`src/rtl/keypad_scan_if.sv`:
```
// Keypad scanner port bundle: pin-side row/column lines plus the decoded
// key event outputs. The master side is the scanner, the slave side is the
// keypad/user logic.
interface keypad_scan_if #(
  parameter int ROWS = 4,
  parameter int COLS = 4
) ();
  localparam int CODE_W = $clog2(ROWS * COLS);

  logic [COLS-1:0]   key_in;
  logic [ROWS-1:0]   key_out;
  logic [CODE_W-1:0] key_code;
  logic              key_valid;
  logic              key_release;
  logic              key_held;
  logic              multi_key;

  modport master (
    input  key_in,
    output key_out, key_code, key_valid, key_release, key_held, multi_key
  );

  modport slave (
    output key_in,
    input  key_out, key_code, key_valid, key_release, key_held, multi_key
  );
endinterface

```
`src/rtl/keypad_scan_ctrl.sv`:
```
// Self-timed ROWS x COLS matrix keypad scanner.
// A divider paces one row slot per SCAN_DIV cycles; columns are sampled at
// the end of each slot and folded into a per-frame result (none / single /
// multi). A frame result must repeat DEBOUNCE_SCANS times to be accepted.
// Accepted single keys produce key_valid, accepted "no key" after a press
// produces key_release. Optional auto-repeat is enabled with the macro
// KEYPAD_REPEAT_EN.
module keypad_scan_ctrl #(
  parameter int ROWS           = 4,
  parameter int COLS           = 4,
  parameter int SCAN_DIV       = 100000,
  parameter int DEBOUNCE_SCANS = 8,
  parameter int REPEAT_DELAY   = 500,
  parameter int REPEAT_RATE    = 100
) (
  input  logic          clk,
  input  logic          rst,
  keypad_scan_if.master kp
);
  localparam int CODE_W = $clog2(ROWS * COLS);
  localparam int ROW_W  = $clog2(ROWS);
  localparam int COL_W  = $clog2(COLS);
  localparam int DIV_W  = $clog2(SCAN_DIV);
  localparam int STB_W  = $clog2(DEBOUNCE_SCANS + 1);

  localparam logic [DIV_W-1:0]  DIV_LAST = DIV_W'(SCAN_DIV - 1);
  localparam logic [ROW_W-1:0]  ROW_LAST = ROW_W'(ROWS - 1);
  localparam logic [STB_W-1:0]  STB_MAX  = STB_W'(DEBOUNCE_SCANS);
  localparam logic [CODE_W-1:0] COLS_C   = CODE_W'(COLS);

  typedef enum logic [1:0] {RES_NONE, RES_SINGLE, RES_MULTI} res_e;
  typedef enum logic {ST_IDLE, ST_PRESSED} state_e;

  // Timing and scan state
  logic [DIV_W-1:0]  div_q, div_d;
  logic [ROW_W-1:0]  row_q, row_d;
  logic [1:0]        acc_cnt_q, acc_cnt_d;
  logic [CODE_W-1:0] acc_code_q, acc_code_d;

  // Debounce state
  res_e              prev_res_q, prev_res_d;
  logic [CODE_W-1:0] prev_code_q, prev_code_d;
  logic [STB_W-1:0]  stable_cnt_q, stable_cnt_d;

  // Event FSM and registered outputs
  state_e            state_q, state_d;
  logic [ROWS-1:0]   key_out_q, key_out_d;
  logic [CODE_W-1:0] key_code_q, key_code_d;
  logic              key_valid_q, key_valid_d;
  logic              key_release_q, key_release_d;
  logic              key_held_q, key_held_d;
  logic              multi_key_q, multi_key_d;

`ifdef KEYPAD_REPEAT_EN
  logic [31:0]       rpt_cnt_q, rpt_cnt_d;
  logic              rpt_first_q, rpt_first_d;
  logic [31:0]       rpt_next;
  logic [31:0]       rpt_limit;
`else
  // Repeat timing parameters have no effect when auto-repeat is compiled out.
  if (REPEAT_DELAY < 1 || REPEAT_RATE < 1) begin : g_repeat_cfg_unused
  end
`endif

  // Combinational scan helpers
  logic [COLS-1:0]   col_pressed;
  logic [1:0]        row_cnt_c;
  logic [COL_W-1:0]  row_first_c;
  logic [CODE_W-1:0] row_code_c;
  logic [2:0]        sum_c;
  logic [1:0]        frame_cnt_c;
  logic [CODE_W-1:0] frame_code_c;
  res_e              frame_res_c;
  logic [CODE_W-1:0] res_code_c;
  logic              tick_c;
  logic              frame_end_c;
  logic              same_c;
  logic [STB_W-1:0]  stable_nxt_c;
  logic              stable_c;

  // Columns are active-low; convert to a pressed mask
  for (genvar gi = 0; gi < COLS; gi++) begin : g_col
    assign col_pressed[gi] = ~kp.key_in[gi];
  end

  // Per-row count (saturating at 2) and lowest pressed column
  always_comb begin
    row_cnt_c   = 2'd0;
    row_first_c = '0;
    for (int c = COLS - 1; c >= 0; c--) begin
      if (col_pressed[c]) begin
        row_first_c = COL_W'(c);
        if (row_cnt_c != 2'd2) row_cnt_c = row_cnt_c + 2'd1;
      end
    end
  end

  // Merge this row into the frame accumulator and classify the frame
  always_comb begin
    tick_c       = (div_q == DIV_LAST);
    frame_end_c  = tick_c && (row_q == ROW_LAST);
    row_code_c   = CODE_W'(row_q) * COLS_C + CODE_W'(row_first_c);
    sum_c        = {1'b0, acc_cnt_q} + {1'b0, row_cnt_c};
    frame_cnt_c  = (sum_c > 3'd2) ? 2'd2 : sum_c[1:0];
    frame_code_c = (acc_cnt_q == 2'd0) ? row_code_c : acc_code_q;
    case (frame_cnt_c)
      2'd0:    frame_res_c = RES_NONE;
      2'd1:    frame_res_c = RES_SINGLE;
      default: frame_res_c = RES_MULTI;
    endcase
    res_code_c   = (frame_res_c == RES_SINGLE) ? frame_code_c : '0;
    same_c       = (frame_res_c == prev_res_q) && (res_code_c == prev_code_q);
    if (!same_c)                    stable_nxt_c = STB_W'(1);
    else if (stable_cnt_q == STB_MAX) stable_nxt_c = STB_MAX;
    else                            stable_nxt_c = stable_cnt_q + STB_W'(1);
    stable_c     = (stable_nxt_c == STB_MAX);
  end

  // Next-state logic for timer, accumulator, debounce and event FSM
  always_comb begin
    div_d         = tick_c ? '0 : div_q + DIV_W'(1);
    row_d         = row_q;
    acc_cnt_d     = acc_cnt_q;
    acc_code_d    = acc_code_q;
    prev_res_d    = prev_res_q;
    prev_code_d   = prev_code_q;
    stable_cnt_d  = stable_cnt_q;
    state_d       = state_q;
    key_code_d    = key_code_q;
    key_valid_d   = 1'b0;
    key_release_d = 1'b0;
    key_held_d    = key_held_q;
    multi_key_d   = multi_key_q;
`ifdef KEYPAD_REPEAT_EN
    rpt_cnt_d     = rpt_cnt_q;
    rpt_first_d   = rpt_first_q;
    rpt_next      = rpt_cnt_q + 32'd1;
    rpt_limit     = rpt_first_q ? 32'(REPEAT_DELAY) : 32'(REPEAT_RATE);
`endif

    if (tick_c) begin
      row_d = (row_q == ROW_LAST) ? '0 : row_q + ROW_W'(1);
      if (frame_end_c) begin
        acc_cnt_d  = 2'd0;
        acc_code_d = '0;
      end else begin
        acc_cnt_d  = frame_cnt_c;
        acc_code_d = frame_code_c;
      end
    end

    if (frame_end_c) begin
      prev_res_d   = frame_res_c;
      prev_code_d  = res_code_c;
      stable_cnt_d = stable_nxt_c;
      if (stable_c) multi_key_d = (frame_res_c == RES_MULTI);

      case (state_q)
        ST_IDLE: begin
          if (stable_c && frame_res_c == RES_SINGLE) begin
            key_code_d  = frame_code_c;
            key_valid_d = 1'b1;
            key_held_d  = 1'b1;
            state_d     = ST_PRESSED;
`ifdef KEYPAD_REPEAT_EN
            rpt_cnt_d   = 32'd0;
            rpt_first_d = 1'b1;
`endif
          end
        end
        default: begin
          if (stable_c && frame_res_c == RES_NONE) begin
            key_release_d = 1'b1;
            key_held_d    = 1'b0;
            state_d       = ST_IDLE;
`ifdef KEYPAD_REPEAT_EN
            rpt_cnt_d     = 32'd0;
            rpt_first_d   = 1'b1;
          end else if (stable_c && frame_res_c == RES_SINGLE &&
                       frame_code_c == key_code_q) begin
            if (rpt_next == rpt_limit) begin
              key_valid_d = 1'b1;
              rpt_cnt_d   = 32'd0;
              rpt_first_d = 1'b0;
            end else begin
              rpt_cnt_d   = rpt_next;
            end
          end else if (stable_c) begin
            rpt_cnt_d     = 32'd0;
            rpt_first_d   = 1'b1;
`endif
          end
        end
      endcase
    end

    key_out_d = ~(ROWS'(1) << row_d);
  end

  // State and output registers with synchronous reset
  always_ff @(posedge clk) begin
    if (rst) begin
      div_q         <= '0;
      row_q         <= '0;
      acc_cnt_q     <= 2'd0;
      acc_code_q    <= '0;
      prev_res_q    <= RES_NONE;
      prev_code_q   <= '0;
      stable_cnt_q  <= '0;
      state_q       <= ST_IDLE;
      key_out_q     <= ~ROWS'(1);
      key_code_q    <= '0;
      key_valid_q   <= 1'b0;
      key_release_q <= 1'b0;
      key_held_q    <= 1'b0;
      multi_key_q   <= 1'b0;
`ifdef KEYPAD_REPEAT_EN
      rpt_cnt_q     <= 32'd0;
      rpt_first_q   <= 1'b1;
`endif
    end else begin
      div_q         <= div_d;
      row_q         <= row_d;
      acc_cnt_q     <= acc_cnt_d;
      acc_code_q    <= acc_code_d;
      prev_res_q    <= prev_res_d;
      prev_code_q   <= prev_code_d;
      stable_cnt_q  <= stable_cnt_d;
      state_q       <= state_d;
      key_out_q     <= key_out_d;
      key_code_q    <= key_code_d;
      key_valid_q   <= key_valid_d;
      key_release_q <= key_release_d;
      key_held_q    <= key_held_d;
      multi_key_q   <= multi_key_d;
`ifdef KEYPAD_REPEAT_EN
      rpt_cnt_q     <= rpt_cnt_d;
      rpt_first_q   <= rpt_first_d;
`endif
    end
  end

  assign kp.key_out     = key_out_q;
  assign kp.key_code    = key_code_q;
  assign kp.key_valid   = key_valid_q;
  assign kp.key_release = key_release_q;
  assign kp.key_held    = key_held_q;
  assign kp.multi_key   = multi_key_q;
endmodule

```
`src/flat_wrapper.sv`:
```
// flat-port wrapper written by rule: the top's interface ports become plain ports
module keypad_scan_ctrl_flat 
#(
  parameter int ROWS           = 4,
  parameter int COLS           = 4,
  parameter int SCAN_DIV       = 100000,
  parameter int DEBOUNCE_SCANS = 8,
  parameter int REPEAT_DELAY   = 500,
  parameter int REPEAT_RATE    = 100
)
  (clk, rst, kp_key_in, kp_key_out, kp_key_code, kp_key_valid, kp_key_release, kp_key_held, kp_multi_key);
  keypad_scan_if #(.ROWS(ROWS), .COLS(COLS)) kp_i ();
  input  logic clk;
  input  logic rst;
  input wire logic [$bits(kp_i.key_in)-1:0] kp_key_in;
  output wire logic [$bits(kp_i.key_out)-1:0] kp_key_out;
  output wire logic [$bits(kp_i.key_code)-1:0] kp_key_code;
  output wire logic [$bits(kp_i.key_valid)-1:0] kp_key_valid;
  output wire logic [$bits(kp_i.key_release)-1:0] kp_key_release;
  output wire logic [$bits(kp_i.key_held)-1:0] kp_key_held;
  output wire logic [$bits(kp_i.multi_key)-1:0] kp_multi_key;
  assign kp_i.key_in = kp_key_in;
  assign kp_key_out = kp_i.key_out;
  assign kp_key_code = kp_i.key_code;
  assign kp_key_valid = kp_i.key_valid;
  assign kp_key_release = kp_i.key_release;
  assign kp_key_held = kp_i.key_held;
  assign kp_multi_key = kp_i.multi_key;
  keypad_scan_ctrl #(.ROWS(ROWS), .COLS(COLS), .SCAN_DIV(SCAN_DIV), .DEBOUNCE_SCANS(DEBOUNCE_SCANS), .REPEAT_DELAY(REPEAT_DELAY), .REPEAT_RATE(REPEAT_RATE)) u_core (.clk(clk), .rst(rst), .kp(kp_i));
endmodule
```
`config.mk`:
```
export PLATFORM = sky130hd
export DESIGN_NAME = keypad_scan_ctrl_flat
export DESIGN_NICKNAME = d
export VERILOG_FILES = /design/src/rtl/keypad_scan_if.sv /design/src/rtl/keypad_scan_ctrl.sv /design/src/flat_wrapper.sv
export SDC_FILE = /design/constraint.sdc
export NUM_CORES = 1
export LEC_CHECK = 0
export CAP_MARGIN = 10
export CORE_ASPECT_RATIO = 1.5
export CORE_MARGIN = 8
export CORE_UTILIZATION = 40
export CTS_CLUSTER_SIZE = 20
export DETAILED_ROUTE_END_ITERATION = 16
export GPL_TIMING_DRIVEN = 0
export RECOVER_POWER = 50
export SLEW_MARGIN = 30
export SYNTH_ARGS = -nofsm -noshare
export SYNTH_HDL_FRONTEND = slang
export SYNTH_SLANG_ARGS = --single-unit
```
`constraint.sdc`:
```
create_clock -name clk -period 5.64 [get_ports clk]
set_input_delay 0.564 -clock clk [delete_from_list [all_inputs] [get_ports clk]]
set_output_delay 0.564 -clock clk [all_outputs]
set_load 0.01 [all_outputs]
```
==> results of run 1 <==
[worst max-delay path, delay by kind of cell]
family / cells / cell delay (ns)
AO/OA/AOI/OAI: 4 / 1.32
AND/OR/NAND/NOR: 3 / 0.34
multiplexers: 2 / 0.42
adder cells (fa/ha/maj): 4 / 1.17
buffers and inverters: 3 / 0.63
[cells by family (layout without fill, tap and decap cells)]
family / Yosys count / count (layout) / synth area share, %
AOI/OAI and AO/OA: 49 / 49 / 12.91
xor gates and xnor gates: 19 / 19 / 6.842
adders and majority gates: 11 / 11 / 5.967
buffers and inverters: 18 / 42 / 2.829
DFF: 48 / 48 / 39.51
muxes: 7 / 7 / 2.881
and+or+nand+nor: 134 / 134 / 29.06
[layout make-up]
cell class	instances	area (um2)	area share, %
Buffer	9	35.03	1.265
Clock buffer	8	90.09	3.252
Inverter	9	33.78	1.220
Timing Repair Buffer	16	160.2	5.781
Sequential cell	48	960.9	34.69
Multi-Input combinational cell	220	1398	50.45
Tap cell	74	92.59	3.342
[cell usage in the layout (no fill, tap or decap), drive strengths merged, types with 7 or more instances in the layout]
master	n
nor2	48
inv	9
xnor2	10
a21oi	23
dlygate4sd3	12
ha	10
a211oi	8
nor3	15
mux2i	7
clkbuf	16
dfxtp	48
nand3	12
nand2	17
xor2	9
o21ai	8
[state kept, by name (all words and copies together), names as in the netlist]
register               cells
u_core.kp.multi_key        1
u_core.state_q             1
u_core.kp.key_code         4
u_core.prev_code_q         4
u_core.prev_res_q          2
u_core.row_q               2
u_core.stable_cnt_q        4
u_core.kp.key_valid        1
u_core.acc_code_q          4
u_core.div_q              17
u_core.kp.key_release      1
u_core.acc_cnt_q           2
u_core.kp.key_held         1
u_core.kp.key_out          4
[synth_stat cells (2+ instances only)]
cell type / number / area, um2
ha_1: 10 / 125.1
and3b_1: 2 / 17.52
nor2b_1: 3 / 18.77
nand2b_1: 2 / 12.51
nor3b_1: 5 / 37.54
dfxtp_1: 48 / 960.9
o31ai_2: 2 / 25.02
nand2_1: 17 / 63.81
a21oi_1: 23 / 115.1
xnor2_1: 10 / 87.58
o21a_1: 2 / 15.01
and3_1: 5 / 31.28
xor2_1: 9 / 78.83
nor3_1: 15 / 75.07
nand3b_1: 3 / 22.52
nand3_1: 11 / 55.05
nor2_1: 48 / 180.2
a211oi_1: 7 / 52.55
a31oi_1: 2 / 12.51
clkbuf_1: 8 / 30.03
or3_1: 5 / 31.28
o21ai_0: 6 / 30.03
mux2i_1: 7 / 70.07
o21ai_1: 2 / 10.01
a21o_1: 2 / 15.01
inv_1: 9 / 33.78
nand4_1: 5 / 31.28
[through the flow]
step / area [um2] / power [W]
floorplan: 2432 / 0.0003795
global placement: 2685 / 0.0003942
detailed placement: 2685 / 0.0003947
CTS: 2775 / 0.0006072
global route: 2770 / 0.0006250
finish: 2770 / 0.0005991
[where the power goes]
part | internal [W] | leakage, nW | switching (W) | total, W
Sequential | 0.000340 | 0.387 | 0.00000151 | 0.000342
Combinational | 0.0000153 | 0.585 | 0.0000291 | 0.0000444
Clock | 0.000100 | 0.0455 | 0.000113 | 0.000213
Total | 0.000456 | 1.02 | 0.000143 | 0.000599
[final timing paths]
| kind | to | cells past startpoint |
|---|---|---|
| max | u_core.kp.key_code[1]$_SDFFE_PP0P_ | 16 |
| max reg2reg | u_core.kp.key_code[1]$_SDFFE_PP0P_ | 9 |
| min reg2reg | u_core.div_q[0]$_SDFF_PP0_ | 1 |
| min | u_core.div_q[0]$_SDFF_PP0_ | 1 |
[per-layer routing]
| layer | global-route usage [%] | wire length [um] |
|---|---|---|
| met5 | 0 | 0 |
| met4 | 6.460 | 139 |
| met3 | 3.145 | 230 |
| met2 | 22.98 | 2819 |
| met1 | 12.74 | 2121 |
==> impl_metrics.env, run 1 <==
export IMPL_status="finished clean"
export IMPL_clock_path_buffers=2
export IMPL_ctsResizeCount=0
export IMPL_grt_pass1_wl_mm=9.121
export IMPL_hold_path_class="reg2reg"
export IMPL_ant_nets=0
export IMPL_synthCells=286
export IMPL_ys_seq_area_share_pct=39.51
export IMPL_critPathMostFrequentCell="ha_1"
export IMPL_cts_tree="yes"
export IMPL_min_period_over_period_pct=75.79
export IMPL_synth_seq_cells=48
export IMPL_nFillCells=598
export IMPL_synth_nets=303
export IMPL_grt_antenna_before_repair=0
export IMPL_routed_wl_mm=5.310
export IMPL_drt_iter0_drc=72
export IMPL_clock_sinks=48
export IMPL_fin_crit_ns=4.275
export IMPL_slew_headroom_pct=59.16
export IMPL_crit_chain="clkdlybuf4s50_1 -> inv_1 -> ha_1 -> mux2i_1 -> ha_1 -> nor2_1 -> a21oi_1 -> ha_1 -> inv_1 -> fa_1 -> nand3_1 -> a2111oi_1 -> o31ai_2 -> a211oi_4 -> mux2i_1 -> nor2_1"
export IMPL_drc=0
export IMPL_crit_fanout=7
export IMPL_wl_per_cell_um=13.83
export IMPL_rsz0062_at_grt="no"
export IMPL_critical_path_endpoint_type="flip-flop"
export IMPL_r2r_start="u_core.acc_cnt_q[0]$_SDFFE_PP0N_"
export IMPL_synth_avg_cell_area_um2=8.505
export IMPL_synth_flop_cell="dfxtp_1"
export IMPL_yosysUniqueCellTypes=45
export IMPL_ff2ff_setup_slack_ns=2.49
export IMPL_critical_path_max_stage_delay_ns=0.62
export IMPL_ir_drop_uv=150.5
export IMPL_firstDrtPassIters=4
export IMPL_synth_warnings=0
export IMPL_setup_viol=0
export IMPL_rows=35
export IMPL_maxSlewViolCount=0
export IMPL_grt_max_degree=14
export IMPL_worstMarginPinSlew_ns=0.6074
export IMPL_instances_no_fill=384
export IMPL_ctsHoldBuffers=0
export IMPL_worstPathRequired_ns=5.82
export IMPL_die_area_um2=8884
export IMPL_hpwl_mm=4.052
export IMPL_io_buffers=16
export IMPL_max_freq_mhz=233.9
export IMPL_track_usage_pct=12.70
export IMPL_root_buffer="clkbuf_8"
export IMPL_worstSkewPairLatency_ns=0.30
export IMPL_grt_overflow=0
export IMPL_path_class="in2reg"
export IMPL_tns_ns=0
export IMPL_core_area_um2=6000
export IMPL_post_cts_buffers=0
export IMPL_drive_gt1_share_pct=4.839
export IMPL_p_leak_nw=1.017
export IMPL_clk_pin_slew_ns=0.09
export IMPL_area_delta_synth_final_pct=13.89
export IMPL_hold_viol=0
export IMPL_cp_slowest_cell="a2111oi_1"
export IMPL_synth_edf_count=0
export IMPL_gp_congestion=0.8622
export IMPL_crit_path_start_kind="input pin"
export IMPL_dp_cells=376
export IMPL_post_route_util_pct=46.17
export IMPL_syn_cell_area_um2=2432
export IMPL_fin_ws_ns=1.365
export IMPL_start_util_pct=40.54
export IMPL_setup_worst_path_start="kp_key_in[2]"
export IMPL_whs_ns=0.4457
export IMPL_die_w_um=79.67
export IMPL_hp_start="u_core.div_q[0]$_SDFF_PP0_"
export IMPL_diodes=0
export IMPL_h_tree_depth=2
export IMPL_crit_arrival_ns=4.45
export IMPL_async_flop_share_pct=0
export IMPL_ios=18
export IMPL_die_y_um=111.5
export IMPL_pre_cts_slack_ns=1.021
export IMPL_nets=326
export IMPL_cellPowerDensity_nw_per_um2=216.3
export IMPL_grt_pass1_vias=2060
export IMPL_maxCapViolCount=0
export IMPL_vias=2046
export IMPL_viasPerCell=5.328
export IMPL_cts_buffers=5
export IMPL_skew_ns=0.008308
No activity file was read; power rests on OpenSTA's default activity.
==> run 2: changes to the inputs <==
==> constraint.sdc (replaced) <==
create_clock -name clk -period 4.2 [get_ports clk]
set_input_delay 0.42 -clock clk [delete_from_list [all_inputs] [get_ports clk]]
set_output_delay 0.42 -clock clk [all_outputs]
set_load 0.01 [all_outputs]
==> impl_metrics.env, run 2 (synthesized netlist as in run 1, its figures left out) <==
export IMPL_status="finished clean"
export IMPL_ctsResizeCount=0
export IMPL_clock_path_buffers=2
export IMPL_max_freq_mhz=257.5
export IMPL_root_buffer="clkbuf_8"
export IMPL_rows=35
export IMPL_h_tree_depth=2
export IMPL_die_area_um2=8884
export IMPL_start_util_pct=40.54
export IMPL_drt_iter0_drc=117
export IMPL_ios=18
export IMPL_drive_gt1_share_pct=6.774
export IMPL_whs_ns=0.4457
export IMPL_rsz0062_at_grt="no"
export IMPL_die_y_um=111.5
export IMPL_crit_fanout=5
export IMPL_cellPowerDensity_nw_per_um2=288.5
export IMPL_critical_path_endpoint_type="flip-flop"
export IMPL_ir_drop_uv=202.4
export IMPL_slew_headroom_pct=57.36
export IMPL_hold_path_class="reg2reg"
export IMPL_cts_buffers=5
export IMPL_core_area_um2=6000
export IMPL_cts_tree="yes"
export IMPL_crit_chain="clkdlybuf4s50_1 -> inv_1 -> ha_1 -> mux2i_1 -> ha_1 -> nor2_1 -> a21oi_1 -> ha_1 -> inv_1 -> fa_1 -> and3_2 -> nand3_1 -> nor3b_1 -> nor3_1 -> a211oi_1 -> mux2i_1 -> a21oi_1"
export IMPL_worstPathRequired_ns=4.37
export IMPL_die_w_um=79.67
export IMPL_hold_viol=0
export IMPL_viasPerCell=5.362
export IMPL_hpwl_mm=4.052
export IMPL_ctsHoldBuffers=0
export IMPL_ant_nets=0
export IMPL_worstSkewPairLatency_ns=0.30
export IMPL_whs_path_depth=1
export IMPL_clock_sinks=48
export IMPL_grt_overflow=0
export IMPL_layout_common_cells="nor2_1, dfxtp_1, a21oi_1"
export IMPL_pre_cts_slack_ns=-0.2751
export IMPL_maxCapViolCount=0
export IMPL_fin_ws_ns=0.3163
export IMPL_nets=326
export IMPL_crit_path_start_kind="input pin"
export IMPL_gp_congestion=0.8622
export IMPL_vias=2059
export IMPL_wl_per_cell_um=13.89
export IMPL_largest_register_ffs=17
export IMPL_finalPower_w=0.0008065
export IMPL_grt_pass1_vias=2060
export IMPL_critical_path_max_stage_delay_ns=0.58
export IMPL_crit_arrival_ns=4.05
export IMPL_area_delta_synth_final_pct=14.92
export IMPL_maxSlewViolCount=0
export IMPL_worstMarginPinSlew_ns=0.6353
export IMPL_ff2ff_path_depth=10
export IMPL_routed_wl_mm=5.334
export IMPL_regMostFlops="u_core.div_q"
export IMPL_track_usage_pct=12.70
export IMPL_io_buffers=16
export IMPL_setup_viol=0
export IMPL_nFillCells=596
export IMPL_clk_pin_slew_ns=0.09
export IMPL_drc=0
export IMPL_post_cts_buffers=0
export IMPL_p_leak_nw=1.023
export IMPL_fin_crit_ns=3.884
export IMPL_skew_ns=0.008270
export IMPL_path_class="in2reg"
export IMPL_cp_slowest_cell="fa_1"
export IMPL_grt_max_degree=14
export IMPL_critPathMostFrequentCell="ha_1"
export IMPL_grt_antenna_before_repair=0
export IMPL_grt_pass1_wl_mm=9.121
export IMPL_min_period_over_period_pct=92.47
export IMPL_diodes=0
export IMPL_firstDrtPassIters=5
[run 2: cell counts in the layout (fill, tap and decap cells not counted)]
Identical to the previous run, type by type.
[run 2: layout make-up]
cell class / instances / area [um2] / share of cell area (%)
inverter: 9 / 33.78 / 1.209
sequential: 48 / 960.9 / 34.38
clock buffer: 8 / 90.09 / 3.223
tap: 74 / 92.59 / 3.312
multi-input combinational: 220 / 1423 / 50.90
buffer: 9 / 35.03 / 1.253
timing repair buffer: 16 / 160.2 / 5.730
[run 2: worst max-delay path, delay by kind of cell]
kind / cells / cell delay [ns]
compound gates: 3 / 0.52
fa+ha+maj: 4 / 1.18
simple gates: 5 / 0.89
mux: 2 / 0.40
buf+inv: 3 / 0.63
[run 2: routing by layer]
metal	global-route usage [%]	up-vias	routed length (um)
li1	-	1047	-
met1	12.74	973	2163
met2	22.98	27	2806
met3	3.145	12	222
met4	6.460	0	143
met5	0	-	0
[run 2: stage by stage]
| stage | TNS (ns) | std cells | util, % | cell area [um2] |
|---|---|---|---|---|
| after floorplan | 0 | 286 | - | 2432 |
| after global routing | 0 | 384 | 46.59 | 2795 |
| after CTS | 0 | 384 | 46.26 | 2775 |
| after global placement | -2.310 | 376 | 44.76 | 2685 |
| final | 0 | 384 | 46.59 | 2795 |
| after detailed placement | -2.249 | 376 | 44.76 | 2685 |
[run 2: worst paths after layout]
check	from	endpoint	slack, ns
hold reg to reg	u_core.div_q[0]$_SDFF_PP0_	u_core.div_q[0]$_SDFF_PP0_	0.45
hold / removal	u_core.div_q[0]$_SDFF_PP0_	u_core.div_q[0]$_SDFF_PP0_	0.45
setup reg to reg	u_core.acc_cnt_q[0]$_SDFFE_PP0N_	u_core.kp.key_held$_SDFFE_PP0P_	1.29
setup / recovery	kp_key_in[2]	u_core.kp.key_held$_SDFFE_PP0P_	0.32
[run 2: report_power, final]
group          switching [W]  internal (W)   total, W
combinational      0.0000404     0.0000216  0.0000620
clock               0.000151      0.000135   0.000286
sequential        0.00000200      0.000457   0.000459
total               0.000193      0.000613   0.000807
==> run 3: changes to the inputs <==
--- a/config.mk
+++ b/config.mk
@@ -8,10 +8,11 @@
 export CAP_MARGIN = 10
 export CORE_ASPECT_RATIO = 1.5
 export CORE_MARGIN = 8
-export CORE_UTILIZATION = 40
+export CORE_UTILIZATION = 58
 export CTS_CLUSTER_SIZE = 20
 export DETAILED_ROUTE_END_ITERATION = 16
 export GPL_TIMING_DRIVEN = 0
+export PLACE_DENSITY = 0.79
 export RECOVER_POWER = 50
 export SLEW_MARGIN = 30
 export SYNTH_ARGS = -nofsm -noshare
==> impl_metrics.env, run 3 (synthesized netlist as in run 1, its figures left out) <==
export IMPL_status="finished clean"
export IMPL_critical_path_endpoint_type="flip-flop"
export IMPL_ios=18
export IMPL_cts_tree="yes"
export IMPL_finalPower_w=0.0008752
export IMPL_grt_overflow=0
export IMPL_worst_path_buf_inv=3
export IMPL_diodes=0
export IMPL_viasPerCell=5.812
export IMPL_fin_crit_ns=3.920
export IMPL_root_buffer="clkbuf_8"
export IMPL_cts_buffers=5
export IMPL_crit_fanout=7
export IMPL_clock_path_buffers=2
export IMPL_rsz0062_at_grt="no"
export IMPL_die_area_um2=6565
export IMPL_worst_path_dominant_cell_family="adder cells"
export IMPL_placed_area_um2=2650
export IMPL_start_util_pct=58.80
export IMPL_crit_path_start_kind="input pin"
export IMPL_core_area_um2=4136
export IMPL_die_y_um=95.32
export IMPL_grt_pass1_wl_mm=8.804
export IMPL_wl_per_cell_um=14.58
export IMPL_drive_gt1_share_pct=6.774
export IMPL_crit_arrival_ns=4.11
export IMPL_skew_ns=0.005998
export IMPL_worstSkewPairLatency_ns=0.31
export IMPL_nets=326
export IMPL_min_period_over_period_pct=93.33
export IMPL_rows=29
export IMPL_die_w_um=68.88
export IMPL_h_tree_depth=2
export IMPL_slew_headroom_pct=59.83
export IMPL_gp_congestion=0.8608
export IMPL_largest_register_ffs=17
export IMPL_instances_no_fill=356
export IMPL_grt_antenna_before_repair=0
export IMPL_clock_sinks=48
export IMPL_io_buffers=16
export IMPL_grt_pass1_vias=2069
export IMPL_grt_max_degree=16
export IMPL_maxSlewViolCount=0
export IMPL_post_route_util_pct=67.66
export IMPL_ir_drop_uv=327.4
export IMPL_p_leak_nw=1.040
export IMPL_worstPathRequired_ns=4.39
export IMPL_layout_common_cells="nor2_1, dfxtp_1, a21oi_1"
export IMPL_maxCapViolCount=0
export IMPL_max_freq_mhz=255.1
export IMPL_fin_area_um2=2799
export IMPL_dp_cells=348
export IMPL_ant_nets=0
export IMPL_crit_chain="clkdlybuf4s50_1 -> inv_1 -> ha_1 -> mux2i_1 -> ha_1 -> nor2_1 -> a21oi_1 -> ha_1 -> inv_1 -> fa_1 -> and3_1 -> nand3_1 -> nor3b_2 -> o31ai_2 -> a211oi_4 -> mux2i_1 -> nor2_1"
export IMPL_clk_pin_slew_ns=0.09
export IMPL_tns_ns=0
export IMPL_routed_wl_mm=5.189
export IMPL_setup_viol=0
export IMPL_cellPowerDensity_nw_per_um2=312.7
export IMPL_drt_iter0_drc=104
export IMPL_area_delta_synth_final_pct=15.07
export IMPL_regMostFlops="u_core.div_q"
export IMPL_track_usage_pct=17.37
export IMPL_drc=0
export IMPL_hold_path_class="reg2reg"
export IMPL_cp_slowest_cell="fa_1"
export IMPL_firstDrtPassIters=4
export IMPL_vias=2069
export IMPL_hold_viol=0
export IMPL_worstMarginPinSlew_ns=0.5857
export IMPL_path_class="in2reg"
export IMPL_critPathMostFrequentCell="ha_1"
export IMPL_critical_path_max_stage_delay_ns=0.59
export IMPL_ctsHoldBuffers=0
export IMPL_hpwl_mm=3.843
-- run 3: cell types whose count changed in the layout (fill, tap and decap cells not counted) --
cell / previous run / this run
a211oi_2: 1 / 0
and3_2: 1 / 0
a21oi_1: 22 / 23
a2111oi_2: 1 / 0
a2111oi_4: 0 / 1
clkbuf_1: 10 / 8
clkinv_4: 0 / 1
bufinv_16: 0 / 1
a211oi_1: 6 / 7
nor3b_2: 0 / 1
nor3b_1: 5 / 4
a21oi_2: 1 / 0
and3_1: 4 / 5
-- run 3: layout make-up --
class	instances	area, um2
Inverter	9	33.78
Fill cell	375	1338
Timing Repair Buffer	16	160.2
Buffer	9	35.03
Sequential cell	48	960.9
Clock inverter	2	38.79
Clock buffer	6	82.58
Multi-Input combinational cell	220	1430
Tap cell	46	57.56
-- run 3: timing repair --
action                     4_1_cts  5_1_grt
setup endpoints to repair        1       10
pin swaps                        0        0
buffers inserted                 0        0
resized for setup                1        3
cloned                           0        0
-- run 3: path summary, 6_finish.rpt --
| check | start | to | slack (ns) | depth (start not counted) |
|---|---|---|---|---|
| setup / recovery | kp_key_in[2] | u_core.kp.key_code[1]$_SDFFE_PP0P_ | 0.28 | 17 |
| hold / removal | u_core.div_q[0]$_SDFF_PP0_ | u_core.div_q[0]$_SDFF_PP0_ | 0.45 | 1 |
| setup reg to reg | u_core.acc_cnt_q[0]$_SDFFE_PP0N_ | u_core.kp.key_code[1]$_SDFFE_PP0P_ | 1.30 | 10 |
| hold reg to reg | u_core.div_q[0]$_SDFF_PP0_ | u_core.div_q[0]$_SDFF_PP0_ | 0.45 | 1 |
-- run 3: layer usage --
layer	track usage, %	wire length [um]	vias up	share of wire (%)
met1	16.89	2096	970	40
li1	-	-	1056	-
met2	31.23	2728	33	53
met3	3.882	216	10	4.2
met4	11.09	148	0	2.9
met5	0	0	-	0
-- run 3: stage by stage --
step	hold WS [ns]	setup WS, ns
2_1_floorplan	0.4175	0.7609
3_3_place_gp	0.4271	-0.2611
3_5_place_dp	0.4370	-0.3441
4_1_cts	0.4534	0.1539
5_1_grt	0.4817	0.01246
6_report	0.4515	0.2802
-- run 3: report_power, final --
part,internal [W],switching (W),leakage [nW]
Combinational,0.0000211,0.0000392,0.592
Sequential,0.000457,0.00000200,0.387
Clock,0.000195,0.000161,0.0614
